### config.mk
export PLATFORM = sky130hd
export DESIGN_NAME = ram_arbiter
export DESIGN_NICKNAME = d
export VERILOG_FILES = /design/src/rtl/cpu_types_pkg.sv /design/src/rtl/ram_timeout_counter.sv /design/src/rtl/ram_arbiter.sv
export SDC_FILE = /design/constraint.sdc
export NUM_CORES = 1
export LEC_CHECK = 0
export CAP_MARGIN = 20
export CORE_ASPECT_RATIO = 1.2
export CORE_MARGIN = 5
export CORE_UTILIZATION = 37
export CTS_CLUSTER_DIAMETER = 120
export CTS_CLUSTER_SIZE = 25
export DETAILED_ROUTE_END_ITERATION = 7
export PLACE_DENSITY = 0.82
export SYNTH_ARGS = -nofsm -noshare
export SYNTH_HDL_FRONTEND = slang
export SYNTH_SLANG_ARGS = --single-unit
### constraint.sdc
create_clock -name CLK -period 3.5 [get_ports CLK]
set_clock_uncertainty 0.2 [all_clocks]
set_input_delay 0.7 -clock CLK [delete_from_list [all_inputs] [get_ports CLK]]
set_output_delay 0.7 -clock CLK [all_outputs]
set_load 0.01 [all_outputs]
### src/rtl/cpu_types_pkg.sv
// Shared types and constants for the RAM arbiter and its timeout counter.
package cpu_types_pkg;

    typedef logic [31:0] word_t;

    typedef enum logic [1:0] {
        IDLE   = 2'd0,
        IGRANT = 2'd1,
        DGRANT = 2'd2
    } arb_state_t;

    // Returned to the requester whose transaction was aborted by the timeout.
    localparam word_t ARB_BAD_DATA = 32'hBAD1_BAD1;

endpackage

### src/rtl/ram_timeout_counter.sv
// Counts grant-state cycles without ram_ready; expire flags the final allowed cycle.
module ram_timeout_counter #(
    parameter int TIMEOUT = 64
) (
    input  logic clk,
    input  logic rst_n,
    input  logic load,
    input  logic inc,
    output logic expire
);

    localparam int CW = (TIMEOUT > 2) ? $clog2(TIMEOUT) : 1;
    localparam logic [CW-1:0] LAST = CW'(TIMEOUT - 1);

    logic [CW-1:0] cnt_q;
    logic [CW-1:0] cnt_d;

    always_comb begin
        cnt_d = cnt_q;
        if (load) begin
            cnt_d = '0;
        end else if (inc && (cnt_q != LAST)) begin
            cnt_d = cnt_q + CW'(1);
        end
    end

    always_ff @(posedge clk) begin
        if (!rst_n) begin
            cnt_q <= '0;
        end else begin
            cnt_q <= cnt_d;
        end
    end

    assign expire = (cnt_q == LAST);

endmodule

### src/rtl/ram_arbiter.sv
// Single-port RAM arbiter between icache and dcache: dcache priority with
// starvation relief for fetch, latched address/data, and a transaction timeout.
module ram_arbiter
    import cpu_types_pkg::*;
#(
    parameter int STARVE_MAX = 4,
    parameter int TIMEOUT    = 64
) (
    input  logic  CLK,
    input  logic  nRST,
    input  logic  iREN,
    input  word_t iaddr,
    output logic  iwait,
    output word_t iload,
    input  logic  dREN,
    input  logic  dWEN,
    input  word_t daddr,
    input  word_t dstore,
    output logic  dwait,
    output word_t dload,
    output logic  ram_REN,
    output logic  ram_WEN,
    output word_t ram_addr,
    output word_t ram_store,
    input  word_t ram_load,
    input  logic  ram_ready,
    output logic  arb_err
);

    localparam int SW = $clog2(STARVE_MAX + 1);
    localparam logic [SW-1:0] STARVE_LIM = SW'(STARVE_MAX);

    arb_state_t    state_q,   state_d;
    logic [SW-1:0] starve_q,  starve_d;
    word_t         addr_q,    addr_d;
    word_t         store_q,   store_d;
    logic          ren_q,     ren_d;
    logic          wen_q,     wen_d;
    logic          err_q,     err_d;

    logic       tmr_load;
    logic       tmr_inc;
    logic       tmr_expire;
    logic       dreq;
    logic       done;
    logic       decide;
    arb_state_t pick;
    word_t      resp;

    ram_timeout_counter #(
        .TIMEOUT (TIMEOUT)
    ) u_timeout (
        .clk    (CLK),
        .rst_n  (nRST),
        .load   (tmr_load),
        .inc    (tmr_inc),
        .expire (tmr_expire)
    );

    assign dreq = dREN | dWEN;
    // ram_ready on the expiry cycle is still a normal completion.
    assign done = ram_ready | tmr_expire;
    assign resp = ram_ready ? ram_load : ARB_BAD_DATA;

    always_comb begin
        state_d  = state_q;
        starve_d = starve_q;
        addr_d   = addr_q;
        store_d  = store_q;
        ren_d    = ren_q;
        wen_d    = wen_q;
        err_d    = err_q;
        iwait    = 1'b1;
        dwait    = 1'b1;
        iload    = '0;
        dload    = '0;
        tmr_load = 1'b0;
        tmr_inc  = (state_q != IDLE) && !ram_ready;
        decide   = 1'b0;
        pick     = IDLE;

        case (state_q)
            IDLE: begin
                decide = 1'b1;
                if (dreq && (starve_q < STARVE_LIM)) pick = DGRANT;
                else if (iREN)                      pick = IGRANT;
                else if (dreq)                      pick = DGRANT;
            end
            IGRANT: begin
                if (done) begin
                    iwait  = 1'b0;
                    iload  = resp;
                    err_d  = err_q | ~ram_ready;
                    decide = 1'b1;
                    // Fetch just finished; its request is still high this cycle.
                    if (dreq) pick = DGRANT;
                end
            end
            DGRANT: begin
                if (done) begin
                    dwait  = 1'b0;
                    dload  = resp;
                    err_d  = err_q | ~ram_ready;
                    decide = 1'b1;
                    if (iREN) pick = IGRANT;
                end
            end
            default: begin
                decide = 1'b1;
            end
        endcase

        if (decide) begin
            state_d = pick;
            ren_d   = 1'b0;
            wen_d   = 1'b0;
            if (pick == IGRANT) begin
                addr_d   = iaddr;
                ren_d    = 1'b1;
                starve_d = '0;
                tmr_load = 1'b1;
            end else if (pick == DGRANT) begin
                addr_d   = daddr;
                store_d  = dstore;
                wen_d    = dWEN;
                ren_d    = ~dWEN;
                tmr_load = 1'b1;
                if (!iREN)                       starve_d = '0;
                else if (starve_q != STARVE_LIM) starve_d = starve_q + SW'(1);
            end
        end
    end

    always_ff @(posedge CLK) begin
        if (!nRST) begin
            state_q  <= IDLE;
            starve_q <= '0;
            addr_q   <= '0;
            store_q  <= '0;
            ren_q    <= 1'b0;
            wen_q    <= 1'b0;
            err_q    <= 1'b0;
        end else begin
            state_q  <= state_d;
            starve_q <= starve_d;
            addr_q   <= addr_d;
            store_q  <= store_d;
            ren_q    <= ren_d;
            wen_q    <= wen_d;
            err_q    <= err_d;
        end
    end

    assign ram_REN   = ren_q;
    assign ram_WEN   = wen_q;
    assign ram_addr  = addr_q;
    assign ram_store = store_q;
    assign arb_err   = err_q;

endmodule

==> parameters.txt, run 1 <==
Parameter                              Value

Status
  Outcome    finished, final reports clean

STA
  Actual transition at the worst max-transition pin    0.7486 ns
  RSZ-0062 raised after global routing    no
  Worst slew slack as a fraction of its limit    49.79%
  Final TNS setup    0 ns
  Shortest period the worst path allows    3.303 ns
  Number of hold-slack violations in the final timing report    0
  Worst Hold Slack    0.2549 ns
  Part of the cycle the worst path needs    94.38%
  Final Slew Violations    0
  Worst setup margin    0.1967 ns
  Setup Viol. Count Final    0
  Maximum clock rate    302.7 MHz

Global routing
  Number of global-route vias before repair    4435
  Leftover overflow at the end of global routing    0
  Pin count of the biggest net entering global routing    74
  Antenna violations before repair    0
  Wire length of the first global-routing pass    22490 um
  GR Util All Layers    20.80%

Setup path
  Cell count of the worst reg-to-reg path    12
  Endpoint class of the critical path    primary output
  Endpoint arrival time on the critical path    2.40 ns
  Worst-path cell chain    clkdlybuf4s50_1 -> buf_4 -> o21ai_2 -> buf_12 -> nor2_1 -> clkdlybuf4s50_1
  CP max stage cell    sky130_fd_sc_hd__clkdlybuf4s50_1
  Cell type group with the largest total delay on the critical path    buffers and inverters
  R2r startpoint    state_q[0]$_SDFFE_PN0P_
  Worst-path fanout max    19
  Setup slack of the most critical reg-to-reg path    0.42 ns
  Required time of the critical path    2.60 ns
  CP Buf/Inv Count    4
  Reg-to-reg endpoint    ram_addr[4]$_SDFFE_PN0P_
  Class of the most critical setup path    in -> out
  Worst setup SP type    input pin
  CP most frequent cell    sky130_fd_sc_hd__clkdlybuf4s50_1
  Maximum single-stage delay on the critical path    0.62 ns

Synthesis
  Post-synthesis sequential element count    78
  Async set-reset flop share out of synthesis    0%
  Post-synthesis net count    625
  Leading cell type by number of instances after synthesis    sky130_fd_sc_hd__nor2_1
  Gate count of the mapped netlist    482
  Portion of the post-synthesis area used by sequential elements    37.78%
  Number of warnings printed during yosys synthesis    0
  Synth top area cells    sky130_fd_sc_hd__dfxtp_1 38%, sky130_fd_sc_hd__mux2i_1 16%, sky130_fd_sc_hd__nor2_1 8.9%
  Cell type contributing the most total cell area after synthesis    sky130_fd_sc_hd__dfxtp_1
  Netlist Area Pre-Place    4133 um2
  Area share of the leading cell type in the synthesized netlist    37.78%
  Distinct cells, synth    41
  Dominant synthesized flop cell    sky130_fd_sc_hd__dfxtp_1
  Number of synthesized flops with an enable pin    0
  Post-synthesis area per instance    8.574 um2
  List of most frequent post-synthesis cells    98 x sky130_fd_sc_hd__nor2_1, 78 x sky130_fd_sc_hd__dfxtp_1, 74 x sky130_fd_sc_hd__nand2_1

Clock tree
  CTS HTree Levels    3
  Clock tree from TritonCTS    built
  Number of buffers inserted by post-CTS setup repair    0
  Clock latency reported for the late side of the worst-skew pair    0.33 ns
  Clock tree root buffer cell    sky130_fd_sc_hd__clkbuf_16
  Number of sinks handled by clock tree synthesis    78
  TritonCTS Buffers    9
  Register clock-pin slew on the reported worst setup and hold paths    0.06 ns
  Max clock buf depth    2

Die
  Std cell rows    42
  Chip height    125.8 um
  Placeable core region    10980 um2
  Horiz. Die Dim    106.5 um
  Floorplan die area    13390 um2
  Effective utilization at floorplan    37.63%
  Ports    267

Finish
  Final net count    877
  Fraction of layout instances using a drive strength above 1    8.254%
  Growth of design area from synthesis to finish    73.36%
  Total inserted antenna cells    0
  Final std cell area, no fill    7164 um2

Detailed routing
  Via-to-Cell Ratio    4.924
  Drt pass-1 iters    4
  Remaining antenna violation count    0
  Final routed DRC violation total    0
  Count of vias placed by the detailed router    4289
  Final Routed Wirelength    14320 um
  Routed wirelength normalized by instance count    16.44 um
  Drt first-iter violations    178

Placement
  Hpwl dp    11650 um
  Port-buffer cells    266
  Final weighted congestion in routability-driven placement    0.8746
  Worst Setup Slack post-DPL    0.006803 ns
  DP Area    6863 um2

Flow run
  Maxcap violations    0

Power and ir drop
  Power after layout    4819 uW
  Power per cell area    672.7 nW/um2
  Worst vdd rail ir drop    0.0004928 V
  Static Leakage    0.002813 uW

Worst hold path
  Worst hold-check path type    reg -> reg
  Source of the worst hold timing path    ram_store[30]$_SDFFE_PN0P_
  Worst Hold Endpoint    ram_store[30]$_SDFFE_PN0P_
  Hold path cells    2
-- worst max path at each step --
| stage | startpoint | to | slack (ns) | cells after the start |
|---|---|---|---|---|
| after floorplan | ram_ready | starve_q[1]$_SDFFE_PN0P_ | 0.58 | 12 |
| after global placement | ram_ready | ram_addr[20]$_SDFFE_PN0P_ | 0.13 | 10 |
| after detailed placement | ram_ready | ram_addr[4]$_SDFFE_PN0P_ | 0.007 | 9 |
| after CTS | state_q[0]$_SDFFE_PN0P_ | dload[0] | 0.11 | 8 |
| after global routing | u_timeout.cnt_q[0]$_SDFFE_PP0P_ | iload[4] | 0.06 | 7 |
| final | ram_ready | iload[4] | 0.20 | 6 |
-- layer usage --
| metal | routed length (um) | up-vias | part of all wire, % | global-route usage [%] |
|---|---|---|---|---|
| li1 | - | 2140 | - | - |
| met1 | 5094 | 1937 | 36 | 20.82 |
| met2 | 7465 | 188 | 52 | 39.24 |
| met3 | 1396 | 24 | 9.7 | 7.728 |
| met4 | 362 | 0 | 2.5 | 6.922 |
| met5 | 0 | - | 0 | 0 |
-- registers in the layout (all words and copies together) (netlist names) --
| register | count |
|---|---|
| ram_addr | 32 |
| state_q | 2 |
| ram_WEN | 1 |
| ram_REN | 1 |
| u_timeout.cnt_q | 6 |
| ram_store | 32 |
| arb_err | 1 |
| starve_q | 3 |
-- worst reg2reg max path: stages (launching register included) --
cell                       delay [ns]
sky130_fd_sc_hd__dfxtp_1         0.38
sky130_fd_sc_hd__inv_1           0.08
sky130_fd_sc_hd__ha_1            0.23
sky130_fd_sc_hd__buf_4           0.18
sky130_fd_sc_hd__and2_1          0.17
sky130_fd_sc_hd__a31oi_2         0.20
sky130_fd_sc_hd__a211o_1         0.21
sky130_fd_sc_hd__ha_1            0.27
sky130_fd_sc_hd__and3b_1         0.22
sky130_fd_sc_hd__a211o_2         0.20
sky130_fd_sc_hd__buf_12          0.29
sky130_fd_sc_hd__nor2_1          0.09
sky130_fd_sc_hd__a211oi_1        0.26
-- power breakdown --
part	switching, uW	internal (uW)	leakage [uW]	total, uW
logic	1250	1330	0.00203	2580
registers	155	1190	0.000643	1340
clock network	371	525	0.000143	896
-- kinds of logic after synthesis --
group / share of synthesized area, %
muxes: 15.74
and+or+nand+nor: 22.16
DFF: 37.78
buffers and inverters: 7.024
xor gates and xnor gates: 0.8479
adders and majority gates: 2.725
AOI/OAI and AO/OA: 13.72
-- placed cells by master (no fill, tap or decap), drive strengths merged, types with 9 or more instances in the layout --
master / netlist / layout
buf: 20 / 13
inv: 12 / 15
ha: 9 / 9
and3: 29 / 29
nor2: 98 / 98
clkdlybuf4s50: 0 / 265
a211oi: 35 / 35
mux2i: 65 / 65
dfxtp: 78 / 78
nand2: 74 / 74
clkbuf: 17 / 11
-- through the flow --
step	utilization, %	cells
after floorplan	-	482
after global placement	62.49	855
after detailed placement	62.49	855
after CTS	65.14	871
after global routing	65.23	871
final	65.23	871
-- repair_timing --
| item | in CTS | in global routing |
|---|---|---|
| endpoints found under the setup margin | 0 | 11 |
| hold buffers | 0 | 0 |
| resized for setup | 0 | 2 |
-- layout make-up --
class / count / area [um2]
Fill cell: 882 / 3819
Timing Repair Buffer: 278 / 2801
Multi-Input combinational cell: 353 / 2292
Sequential cell: 78 / 1562
Clock buffer: 11 / 252.7
Tap cell: 132 / 165.2
Inverter: 14 / 52.55
Clock inverter: 5 / 38.79
(Power assumes the default switching activity.)
==> inputs of run 2 (changes only) <==
Settings changed: MAX_ROUTING_LAYER set to met4.
Clock period 3.5 ns to 3.1 ns, I/O delays scaled along.
==> run 2 against run 1 <==
Via count increased by 1.3%; critical path type unchanged; flip-flop and latch count unchanged; worst setup slack got worse by 0.15 ns; clock power increased by 14%; final cell count increased by 1.1%; sequential power increased by 13%; power increased by 14%; die area unchanged; sequential share of layout area decreased by 0.41 points.
==> parameters.txt, run 2 (synthesis results as in run 1) <==
Parameter                              Value

Status
  Outcome    finished, final reports clean

Setup path
  Worst setup SP type    input pin
  Setup crit start    ram_ready
  Worst-path fanout max    19 (unchanged)
  Cell type group with the largest total delay on the critical path    buffers and inverters
  R2r startpoint    u_timeout.cnt_q[0]$_SDFFE_PP0P_
  Maximum single-stage delay on the critical path    0.55 ns (-0.07 ns)
  Class of the most critical setup path    in -> out
  Endpoint arrival time on the critical path    2.23 ns (-0.17 ns)
  CP Buf/Inv Count    5 (+1)
  Endpoint class of the critical path    primary output
  Worst-path cell chain    clkdlybuf4s50_1 -> buf_4 -> buf_4 -> o21ai_2 -> buf_12 -> nor2_1 -> clkdlybuf4s50_1
  CP max stage cell    sky130_fd_sc_hd__clkdlybuf4s50_1
  Required time of the critical path    2.28 ns (-0.32 ns)

Die
  Placeable core region    10980 um2 (unchanged)
  Ports    267 (unchanged)
  Horiz. Die Dim    106.5 um (unchanged)
  Floorplan die area    13390 um2 (unchanged)
  Std cell rows    42 (unchanged)
  Effective utilization at floorplan    37.63% (unchanged)
  Chip height    125.8 um (unchanged)

Global routing
  Pin count of the biggest net entering global routing    49 (-34%)
  Leftover overflow at the end of global routing    0 (unchanged)
  Wire length of the first global-routing pass    22310 um (-0.80%)
  GR Util All Layers    21.07% (+0.27 points)
  Number of global-route vias before repair    4400 (-0.79%)
  Antenna violations before repair    0 (unchanged)

Worst hold path
  Source of the worst hold timing path    ram_store[30]$_SDFFE_PN0P_
  Worst hold-check path type    reg -> reg

Power and ir drop
  Power per cell area    754.7 nW/um2 (+12%)
  Static Leakage    0.003000 uW (+6.6%)
  Worst vdd rail ir drop    0.0004614 V (-6.4%)

Detailed routing
  Drt first-iter violations    134 (-25%)
  Count of vias placed by the detailed router    4343 (+1.3%)
  Final Routed Wirelength    14330 um (about the same)
  Routed wirelength normalized by instance count    16.26 um (-1.1%)
  Final routed DRC violation total    0 (unchanged)
  Drt pass-1 iters    4 (unchanged)
  Remaining antenna violation count    0 (unchanged)
  Via-to-Cell Ratio    4.930 (+0.11%)

Placement
  Port-buffer cells    266 (unchanged)
  Final weighted congestion in routability-driven placement    0.8759 (+0.15%)
  Number of instances in the placed design    865 (+1.2%)
  Hpwl dp    11660 um (about the same)
  DP Area    6938 um2 (+1.1%)

STA
  Number of hold-slack violations in the final timing report    0 (unchanged)
  Worst slew slack as a fraction of its limit    65.79% (+16 points)
  Final Slew Violations    0 (unchanged)
  Setup Viol. Count Final    0 (unchanged)
  Part of the cycle the worst path needs    98.43%
  Shortest period the worst path allows    3.051 ns
  Actual transition at the worst max-transition pin    0.5003 ns (-0.2483 ns)
  Maximum clock rate    327.7 MHz

Clock tree
  Clock tree root buffer cell    sky130_fd_sc_hd__clkbuf_16
  CTS HTree Levels    3 (unchanged)
  Number of sinks handled by clock tree synthesis    78 (unchanged)
  Clock latency reported for the late side of the worst-skew pair    0.32 ns (about the same)
  TritonCTS Buffers    9 (unchanged)
  Clock tree from TritonCTS    built
  Register clock-pin slew on the reported worst setup and hold paths    0.06 ns (about the same)
  Hold buffers post-CTS    0 (unchanged)
  Max clock buf depth    2 (unchanged)

Finish
  Filler Cell Count    880 (-0.23%)
  FF+latch area    1562 um2 (unchanged)
  Growth of design area from synthesis to finish    76.66%
  Highest-count cells in the layout ignoring fill and taps    255 x sky130_fd_sc_hd__clkdlybuf4s50_1, 92 x sky130_fd_sc_hd__nor2_1, 78 x sky130_fd_sc_hd__dfxtp_1
  Fraction of layout instances using a drive strength above 1    10.28% (+2.0 points)
  Final std cell area, no fill    7301 um2 (+1.9%)
  Final net count    888 (+1.3%)
  Multi-input gate area    2331 um2 (+1.7%)
  Non-filler cells, final    881 (+1.1%)
  Commonest non-fill, non-tap cell in the layout    sky130_fd_sc_hd__clkdlybuf4s50_1
  Total inserted antenna cells    0 (unchanged)

Flow run
  Maxcap violations    0 (unchanged)
==> run 2: cell count changes in the layout (fill, tap and decap cells not counted), moves of 2 or more <==
cell | before | now
sky130_fd_sc_hd__buf_4 | 7 | 17
sky130_fd_sc_hd__clkbuf_8 | 2 | 0
sky130_fd_sc_hd__clkdlybuf4s50_1 | 265 | 255
sky130_fd_sc_hd__dlygate4sd2_1 | 0 | 3
sky130_fd_sc_hd__dlymetal6s2s_1 | 0 | 7
sky130_fd_sc_hd__inv_6 | 3 | 1
sky130_fd_sc_hd__nor2_1 | 98 | 92
sky130_fd_sc_hd__nor2_2 | 0 | 5
==> run 2: power breakdown <==
group | switching, uW | internal, uW
sequential | 174 | 1340
combinational | 1430 | 1540
clock | 399 | 622
total | 2010 | 3500
==> run 2: metrics by stage <==
step | utilization [%] | hold slack [ns] | setup TNS, ns | total power [uW] | worst slack (ns)
5_1_grt | 66.47 | 0.2773 | -0.2467 | 5876 | -0.03351
6_report | 66.47 | 0.2562 | 0 | 5510 | 0.04863
3_5_place_dp | 63.17 | 0.2463 | -4.617 | 4513 | -0.1750
4_1_cts | 65.81 | 0.2599 | 0 | 5556 | 0.001452
3_3_place_gp | 63.17 | 0.2414 | -2.765 | 4408 | -0.09892
2_1_floorplan | - | 0.2636 | 0 | 3319 | 0.2559
==> run 2: area by class of cell <==
cell class              instances  share of cell area (%)
inverters                      14                  0.7198
repair buffers                289                   39.74
multi-input cells             353                   31.93
flip-flops and latches         78                   21.39
well taps                     132                   2.262
clock buffers                  10                   3.136
clock inverters                 5                  0.8226
==> run 2: per-layer routing <==
| metal | share of wire, % | global-route usage [%] | vias up | wire length [um] |
|---|---|---|---|---|
| li1 | - | - | 2151 | - |
| met1 | 37 | 21.63 | 1990 | 5317 |
| met2 | 52 | 38.83 | 179 | 7483 |
| met3 | 8.7 | 6.551 | 23 | 1249 |
| met4 | 1.9 | 5.267 | 0 | 276 |
| met5 | 0 | - | - | 0 |
==> run 2: final timing paths <==
path / to / slack (ns) / cells after the start
worst max register to register: u_timeout.cnt_q[4]$_SDFFE_PP0P_ / 0.14 / 9
worst min-delay path: ram_store[30]$_SDFFE_PN0P_ / 0.26 / 2
worst min register to register: ram_store[30]$_SDFFE_PN0P_ / 0.26 / 2
worst max-delay path: iload[7] / 0.05 / 7
==> run 2: worst register-to-register path: stages, from the launching register on <==
cell and delay [ns]:
sky130_fd_sc_hd__dfxtp_1 0.38, sky130_fd_sc_hd__ha_2 0.26, sky130_fd_sc_hd__and3_4 0.24, sky130_fd_sc_hd__a31oi_4 0.12
sky130_fd_sc_hd__a211o_1 0.30, sky130_fd_sc_hd__ha_1 0.32, sky130_fd_sc_hd__and3b_1 0.18, sky130_fd_sc_hd__a211o_2 0.39
sky130_fd_sc_hd__nand2b_1 0.26, sky130_fd_sc_hd__a211oi_1 0.23
==> run 2: timing repair <==
action                                  4_1_cts  5_1_grt
gates resized for setup                       5       20
endpoints found under the setup margin       20       34
buffers inserted                              0        0
gates cloned                                  0        1
